===== src/rtl/id_ex_stage_pkg.sv =====
// Shared definitions for the ID/EX pipeline register: branch bit indices,
// ALU op class encodings and the control word with its bubble value.
// Optional feature macro: ID_EX_PERF_CNT_EN (see id_ex_stage.sv).
package id_ex_stage_pkg;

    // Bit positions inside the 2-bit branch field
    localparam int BRANCH_BEQ = 0;
    localparam int BRANCH_BNE = 1;

    // ALU op class encodings
    localparam logic [1:0] ALUOP_ADD   = 2'b00;
    localparam logic [1:0] ALUOP_SUB   = 2'b01;
    localparam logic [1:0] ALUOP_FUNCT = 2'b10;

    // Control word carried from ID into EX
    typedef struct packed {
        logic [1:0] branch;
        logic [1:0] aluop;
        logic       memread;
        logic       memwrite;
        logic       memtoreg;
        logic       regdst;
        logic       regwrite;
        logic       alusrc;
        logic       valid;
    } ctrl_t;

    // A bubble does nothing: every control deasserted and not valid
    localparam ctrl_t CTRL_BUBBLE = '0;

endpackage


===== src/rtl/id_ex_stage_hazard_detect.sv =====
// Load-use hazard detector: a valid load in EX whose destination (rt) is
// read by the valid instruction in ID. Register 0 never conflicts.
module hazard_detect #(
    parameter int REGBITS = 5
) (
    input  logic               memread_x,
    input  logic               valid_x,
    input  logic [REGBITS-1:0] rt_x,
    input  logic [REGBITS-1:0] rs_d,
    input  logic [REGBITS-1:0] rt_d,
    input  logic               rt_used_d,
    input  logic               valid_d,
    output logic               hazard
);

    logic load_in_ex;
    logic reg_match;

    // Combine the load-in-EX condition with a source-register match
    always_comb begin
        load_in_ex = memread_x && valid_x && valid_d && (rt_x != '0);
        reg_match  = (rt_x == rs_d) || ((rt_x == rt_d) && rt_used_d);
        hazard     = load_in_ex && reg_match;
    end

endmodule


===== src/rtl/id_ex_stage.sv =====
// ID/EX pipeline register with load-use bubble insertion, branch flush
// and downstream hold. Define ID_EX_PERF_CNT_EN to add bubble/hold counters.
module id_ex_stage
    import id_ex_stage_pkg::*;
#(
    parameter int WIDTH   = 32,
    parameter int REGBITS = 5
) (
    input  logic               clk,
    input  logic               reset,
    input  logic [1:0]         branch_d,
    input  logic [1:0]         aluop_d,
    input  logic               memread_d,
    input  logic               memwrite_d,
    input  logic               memtoreg_d,
    input  logic               regdst_d,
    input  logic               regwrite_d,
    input  logic               alusrc_d,
    input  logic               valid_d,
    input  logic [WIDTH-1:0]   pc4_d,
    input  logic [WIDTH-1:0]   rd1_d,
    input  logic [WIDTH-1:0]   rd2_d,
    input  logic [WIDTH-1:0]   imm_d,
    input  logic [REGBITS-1:0] rs_d,
    input  logic [REGBITS-1:0] rt_d,
    input  logic [REGBITS-1:0] rd_d,
    input  logic               flush,
    input  logic               hold,
    output logic               stall,
    output logic [1:0]         branch_x,
    output logic [1:0]         aluop_x,
    output logic               memread_x,
    output logic               memwrite_x,
    output logic               memtoreg_x,
    output logic               regdst_x,
    output logic               regwrite_x,
    output logic               alusrc_x,
    output logic               valid_x,
    output logic [WIDTH-1:0]   pc4_x,
    output logic [WIDTH-1:0]   rd1_x,
    output logic [WIDTH-1:0]   rd2_x,
    output logic [WIDTH-1:0]   imm_x,
    output logic [REGBITS-1:0] rs_x,
    output logic [REGBITS-1:0] rt_x,
    output logic [REGBITS-1:0] rd_x
`ifdef ID_EX_PERF_CNT_EN
    ,
    output logic [31:0]        bubble_cnt,
    output logic [31:0]        hold_cnt
`endif
);

    ctrl_t              ctrl_q;
    ctrl_t              ctrl_in;
    logic [WIDTH-1:0]   pc4_q, rd1_q, rd2_q, imm_q;
    logic [REGBITS-1:0] rs_q, rt_q, rd_q;
    logic               rt_used_d;
    logic               hazard;

    // Gather the decoder controls into one word; lw/addi write rt rather than read it
    always_comb begin
        ctrl_in   = '{branch: branch_d, aluop: aluop_d, memread: memread_d,
                      memwrite: memwrite_d, memtoreg: memtoreg_d, regdst: regdst_d,
                      regwrite: regwrite_d, alusrc: alusrc_d, valid: valid_d};
        rt_used_d = !(alusrc_d && !memwrite_d);
    end

    hazard_detect #(.REGBITS(REGBITS)) u_hazard (
        .memread_x (ctrl_q.memread),
        .valid_x   (ctrl_q.valid),
        .rt_x      (rt_q),
        .rs_d      (rs_d),
        .rt_d      (rt_d),
        .rt_used_d (rt_used_d),
        .valid_d   (valid_d),
        .hazard    (hazard)
    );

    // Freeze the front end on a hazard or hold unless a flush squashes ID anyway
    always_comb begin
        stall = (hazard || hold) && !flush;
    end

    // Pipeline register update: flush > hold > hazard bubble > normal advance
    always_ff @(posedge clk or posedge reset) begin
        if (reset) begin
            ctrl_q <= CTRL_BUBBLE;
            pc4_q  <= '0;
            rd1_q  <= '0;
            rd2_q  <= '0;
            imm_q  <= '0;
            rs_q   <= '0;
            rt_q   <= '0;
            rd_q   <= '0;
        end else if (!hold || flush) begin
            ctrl_q <= (flush || hazard) ? CTRL_BUBBLE : ctrl_in;
            pc4_q  <= pc4_d;
            rd1_q  <= rd1_d;
            rd2_q  <= rd2_d;
            imm_q  <= imm_d;
            rs_q   <= rs_d;
            rt_q   <= rt_d;
            rd_q   <= rd_d;
        end
    end

`ifdef ID_EX_PERF_CNT_EN
    // Count hazard bubbles (not flush bubbles) and held edges
    always_ff @(posedge clk or posedge reset) begin
        if (reset) begin
            bubble_cnt <= '0;
            hold_cnt   <= '0;
        end else begin
            if (hazard && !hold && !flush) bubble_cnt <= bubble_cnt + 32'd1;
            if (hold && !flush)            hold_cnt   <= hold_cnt + 32'd1;
        end
    end
`endif

    // Drive the registered fields onto the EX-side ports
    always_comb begin
        branch_x   = ctrl_q.branch;
        aluop_x    = ctrl_q.aluop;
        memread_x  = ctrl_q.memread;
        memwrite_x = ctrl_q.memwrite;
        memtoreg_x = ctrl_q.memtoreg;
        regdst_x   = ctrl_q.regdst;
        regwrite_x = ctrl_q.regwrite;
        alusrc_x   = ctrl_q.alusrc;
        valid_x    = ctrl_q.valid;
        pc4_x      = pc4_q;
        rd1_x      = rd1_q;
        rd2_x      = rd2_q;
        imm_x      = imm_q;
        rs_x       = rs_q;
        rt_x       = rt_q;
        rd_x       = rd_q;
    end

endmodule


===== config.mk =====
export PLATFORM = sky130hd
export DESIGN_NAME = id_ex_stage
export DESIGN_NICKNAME = d
export VERILOG_FILES = /design/src/rtl/id_ex_stage_pkg.sv /design/src/rtl/id_ex_stage_hazard_detect.sv /design/src/rtl/id_ex_stage.sv
export SDC_FILE = /design/constraint.sdc
export NUM_CORES = 1
export LEC_CHECK = 0
export ABC_CLOCK_PERIOD_IN_PS = 7400
export CAP_MARGIN = 20
export CELL_PAD_IN_SITES_DETAIL_PLACEMENT = 1
export CELL_PAD_IN_SITES_GLOBAL_PLACEMENT = 2
export CORE_MARGIN = 2
export CORE_UTILIZATION = 22
export DETAILED_ROUTE_END_ITERATION = 12
export GPL_TIMING_DRIVEN = 0
export HOLD_SLACK_MARGIN = 0.03
export PLACE_DENSITY = 0.87
export SETUP_SLACK_MARGIN = 0.4
export SLEW_MARGIN = 30
export SYNTH_ARGS = -nofsm -noshare
export SYNTH_HDL_FRONTEND = slang
export SYNTH_SLANG_ARGS = --single-unit
export TNS_END_PERCENT = 100

===== constraint.sdc =====
create_clock -name clk -period 7.4 [get_ports clk]
set_input_delay 1.48 -clock clk [delete_from_list [all_inputs] [get_ports clk]]
set_output_delay 1.48 -clock clk [all_outputs]
set_load 0.01 [all_outputs]

==> flow_summary.yaml <==
pwr:
  power.total_mw: 2.27
  combPwrFrac_pct: 19.0
  power_leakage_nw: 4.86
  swShare_pct: 26.1
  clockPowerShare_pct: 39.0
  ir_drop_uv: 129
  power.density_nw_per_um2: 219
  switching_power_mw: 0.592
  seq_power_share_pct: 42.0
  internal_power_mw: 1.68
worst_setup_path:
  critPathMostFrequentCell: "clkdlybuf4s50_1"
  worstSetupPathType: "input port to primary output"
  slowest_stage: "clkdlybuf4s50_1"
  start_kind: "input port"
  startpoint: "rs_d[1]"
  worstPathArrival_ps: 3630
  critPathRequiredTime_ps: 5920
  slowest_delay_ps: 580
  worstReg2RegStart: "rt_x[0]$_DFFE_PP0P_"
  crit_path_end_kind: "primary output"
  worstPathMaxFanout: 10
  critical_path.cell_chain: "clkdlybuf4s50_1 > xnor2_1 > nand3_1 > o22ai_1 > buf_4 > a21o_1 > clkdlybuf4s50_1"
floorplanning:
  core-area_um2: 27600
  rows: 61
  initial_utilization_pct: 22.2
  die_w_um: 171
  die_h_um: 171
  die-area_um2: 29200
  io_pins: 313
cts:
  cts.sinks: 154
  cts_setup_buffers: 0
  ctsResizeCount: 0
  cts_buffers: 17
  tritoncts: "built"
  cts.clk_slew.worst_paths_ps: 60
  clock_path_buffers: 2
  cts_root_buf: "clkbuf_16"
  ctsHoldBuffers: 0
  h-tree-depth: 4
  insertion_delay_ps: 420
timing:
  skew_ps: 7.53
  max_freq_ghz: 0.196
  rsz0062_at_grt: "no"
  finalCriticalPeriod_ps: 5110
  worst_pin_slew_ps: 702
  fin_crit_sh_pct: 69.1
  worst_hold_slack_ps: 462
  slew_headroom_pct: 53.2
  fin_ws_ps: 2290
  timing.final.max_slew_violations: 0
  hold_viol_final: 0
  setup_viol: 0
global_routing:
  antenna_found_initial: 0
  grt_max_degree: 62
  grt_pass1_vias: 6129
  track_usage_pct: 15.6
  grt_overflow: 0
  grt_pass1_wl_mm: 34.4
synthesis:
  synth_top_area_cell: "dfrtp_1"
  synth_top_family_by_area: "simple AND/OR/NAND/NOR gates"
  ys_seq_area_share_pct: 63.0
  yosysUniqueCellTypes: 25
  syn_area_per_cell_um2: 8.89
  synthAdderAreaFrac_pct: 0
  synth_mux_area_share_pct: 0
  yosys.area_share.simple_pct: 27.9
  syn_inst: 688
  synth_warnings: 0
  synth_top_area_share_pct: 63.0
  yosys.area_share.xor_xnor_pct: 1.43
  synth-compound-area-share_pct: 3.52
  syn_nets: 846
  netlist_area_um2: 6120
  synth-seq-cells: 154
  synth.area.top_cells: "dfrtp_1 63%, nand2_1 26%, o41ai_1 1.4%, xnor2_1 1.4%, clkbuf_1 1.3%"
layout:
  area_growth_pct: 69.3
  fillers: 3232
  n_antenna_cell: 0
  multi_input_area_um2: 2010
  regArea_um2: 3850
  finish.net_count: 1179
  drive_above_1_share_pct: 4.75
  fin_area_um2: 10400
routing:
  drc: 0
  ant_nets: 0
  vias: 5713
  drt-pass1-iter-count: 4
  detail_route.wirelength_mm: 22.6
  wl_per_cell_um: 16.0
  via_per_inst: 4.05
  first_iter_violations: 182
outcome:
  status: "finished, final reports clean"
run:
  drv_cap: 0
placed_design:
  place_congestion: 0.748
  dpl.hpwl_mm: 17.1
  place_area_um2: 9780
  dp_slack_ps: 2140
  place.port_buffers: 312
hold_path:
  min_path_type: "flop to flop"
  min_from: "rd2_x[13]$_DFFE_PP0P_"
## worst max-delay path, delay by kind of cell
family,cells,cell delay (ps)
buffers and inverters,3,1370
AO/OA/AOI/OAI,2,520
XOR/XNOR,1,160
AND/OR/NAND/NOR,1,100
## stage by stage
stage | setup TNS (ps) | utilization (%) | cells
after floorplan | 0 | - | 688
after global placement | -153800 | 35.3 | 1378
after detailed placement | 0 | 35.5 | 1380
after CTS | 0 | 37.6 | 1410
after global routing | 0 | 37.6 | 1410
final | 0 | 37.6 | 1410
## routing by layer
layer,routed length [µm],up-vias,part of all wire (%),global-route usage (%)
li1,-,2779,-,-
met1,9490,2698,42,18.3
met2,10600,218,47,26.2
met3,2200,18,9.7,6.45
met4,245,0,1.1,4.05
met5,0,-,0,0
## state kept, by name, summed over array words and instances (netlist names)
name / count
rd_x: 5
rt_x: 5
memread_x: 1
rd1_x: 32
rs_x: 5
memwrite_x: 1
regdst_x: 1
valid_x: 1
aluop_x: 2
branch_x: 2
alusrc_x: 1
regwrite_x: 1
imm_x: 32
pc4_x: 32
memtoreg_x: 1
rd2_x: 32
## worst paths after layout
kind	end	slack (ps)	cells after the start
setup reg to reg	regdst_x$_DFFE_PP0P_	5610	5
hold reg to reg	rd2_x[13]$_DFFE_PP0P_	460	2
setup / recovery	stall	2290	7
min in group asynchronous	pc4_x[27]$_DFFE_PP0P_	1450	2
max in group asynchronous	pc4_x[4]$_DFFE_PP0P_	5300	3
hold / removal	rd2_x[13]$_DFFE_PP0P_	460	2
## cells in the mapped netlist
| library cell | instances |
|---|---|
| buf_4 | 1 |
| a22oi_2 | 1 |
| nor3_1 | 10 |
| and2b_2 | 1 |
| dfrtp_1 | 154 |
| nor2_1 | 2 |
| a22oi_1 | 9 |
| clkbuf_1 | 22 |
| nand2_1 | 431 |
| xnor2_1 | 10 |
| inv_1 | 11 |
| nand3_1 | 1 |
| o41ai_1 | 10 |
| a21o_1 | 1 |
| nand2b_1 | 1 |
| dlymetal6s2s_1 | 1 |
| buf_2 | 9 |
| a32oi_1 | 1 |
| o21ai_0 | 2 |
| or4_1 | 1 |
| o2111ai_2 | 1 |
| o22ai_1 | 1 |
| nand4_1 | 1 |
| buf_6 | 4 |
| dlygate4sd1_1 | 2 |
## placed cells by master (no fill, tap or decap), types with 2 or more instances in the layout
cell type,Yosys,routed
nand2_1,431,431
clkdlybuf4s50_1,0,312
dfrtp_1,154,154
clkbuf_1,22,23
clkbuf_16,0,17
xnor2_1,10,10
inv_1,11,10
nor3_1,10,10
o41ai_1,10,10
buf_2,9,9
a22oi_1,9,9
buf_6,4,4
clkinvlp_4,0,4
clkinv_2,0,3
bufinv_16,0,3
o21ai_0,2,2
nor2_1,2,2
dlygate4sd1_1,2,2
clkinv_4,0,2
buf_16,0,2
## layout make-up
class                   count  share of cell area (%)
flip-flops and latches    154                    37.2
plain buffers              39                    2.03
repair buffers            314                    30.7
inverters                  11                   0.471
multi-input cells         484                    19.4
clock inverters            12                    1.47
well taps                 378                    4.57
clock buffers              18                    4.14
## power by group through the flow
stage | Sequential, mW | Combinational (mW) | Clock [mW]
global route | 0.964 | 0.472 | 0.964
finish | 0.954 | 0.431 | 0.887
detailed placement | 0.971 | 0.439 | 0
global placement | 0.967 | 0.430 | 0
floorplan | 1.00 | 0.115 | 0
CTS | 0.956 | 0.442 | 0.931
## kinds of logic after synthesis
| kind of cell | after synthesis |
|---|---|
| xor+xnor | 10 |
| compound gates | 26 |
| flops | 154 |
| buf+inv | 50 |
| simple gates | 448 |
No activity file was read; power rests on OpenSTA's default activity.
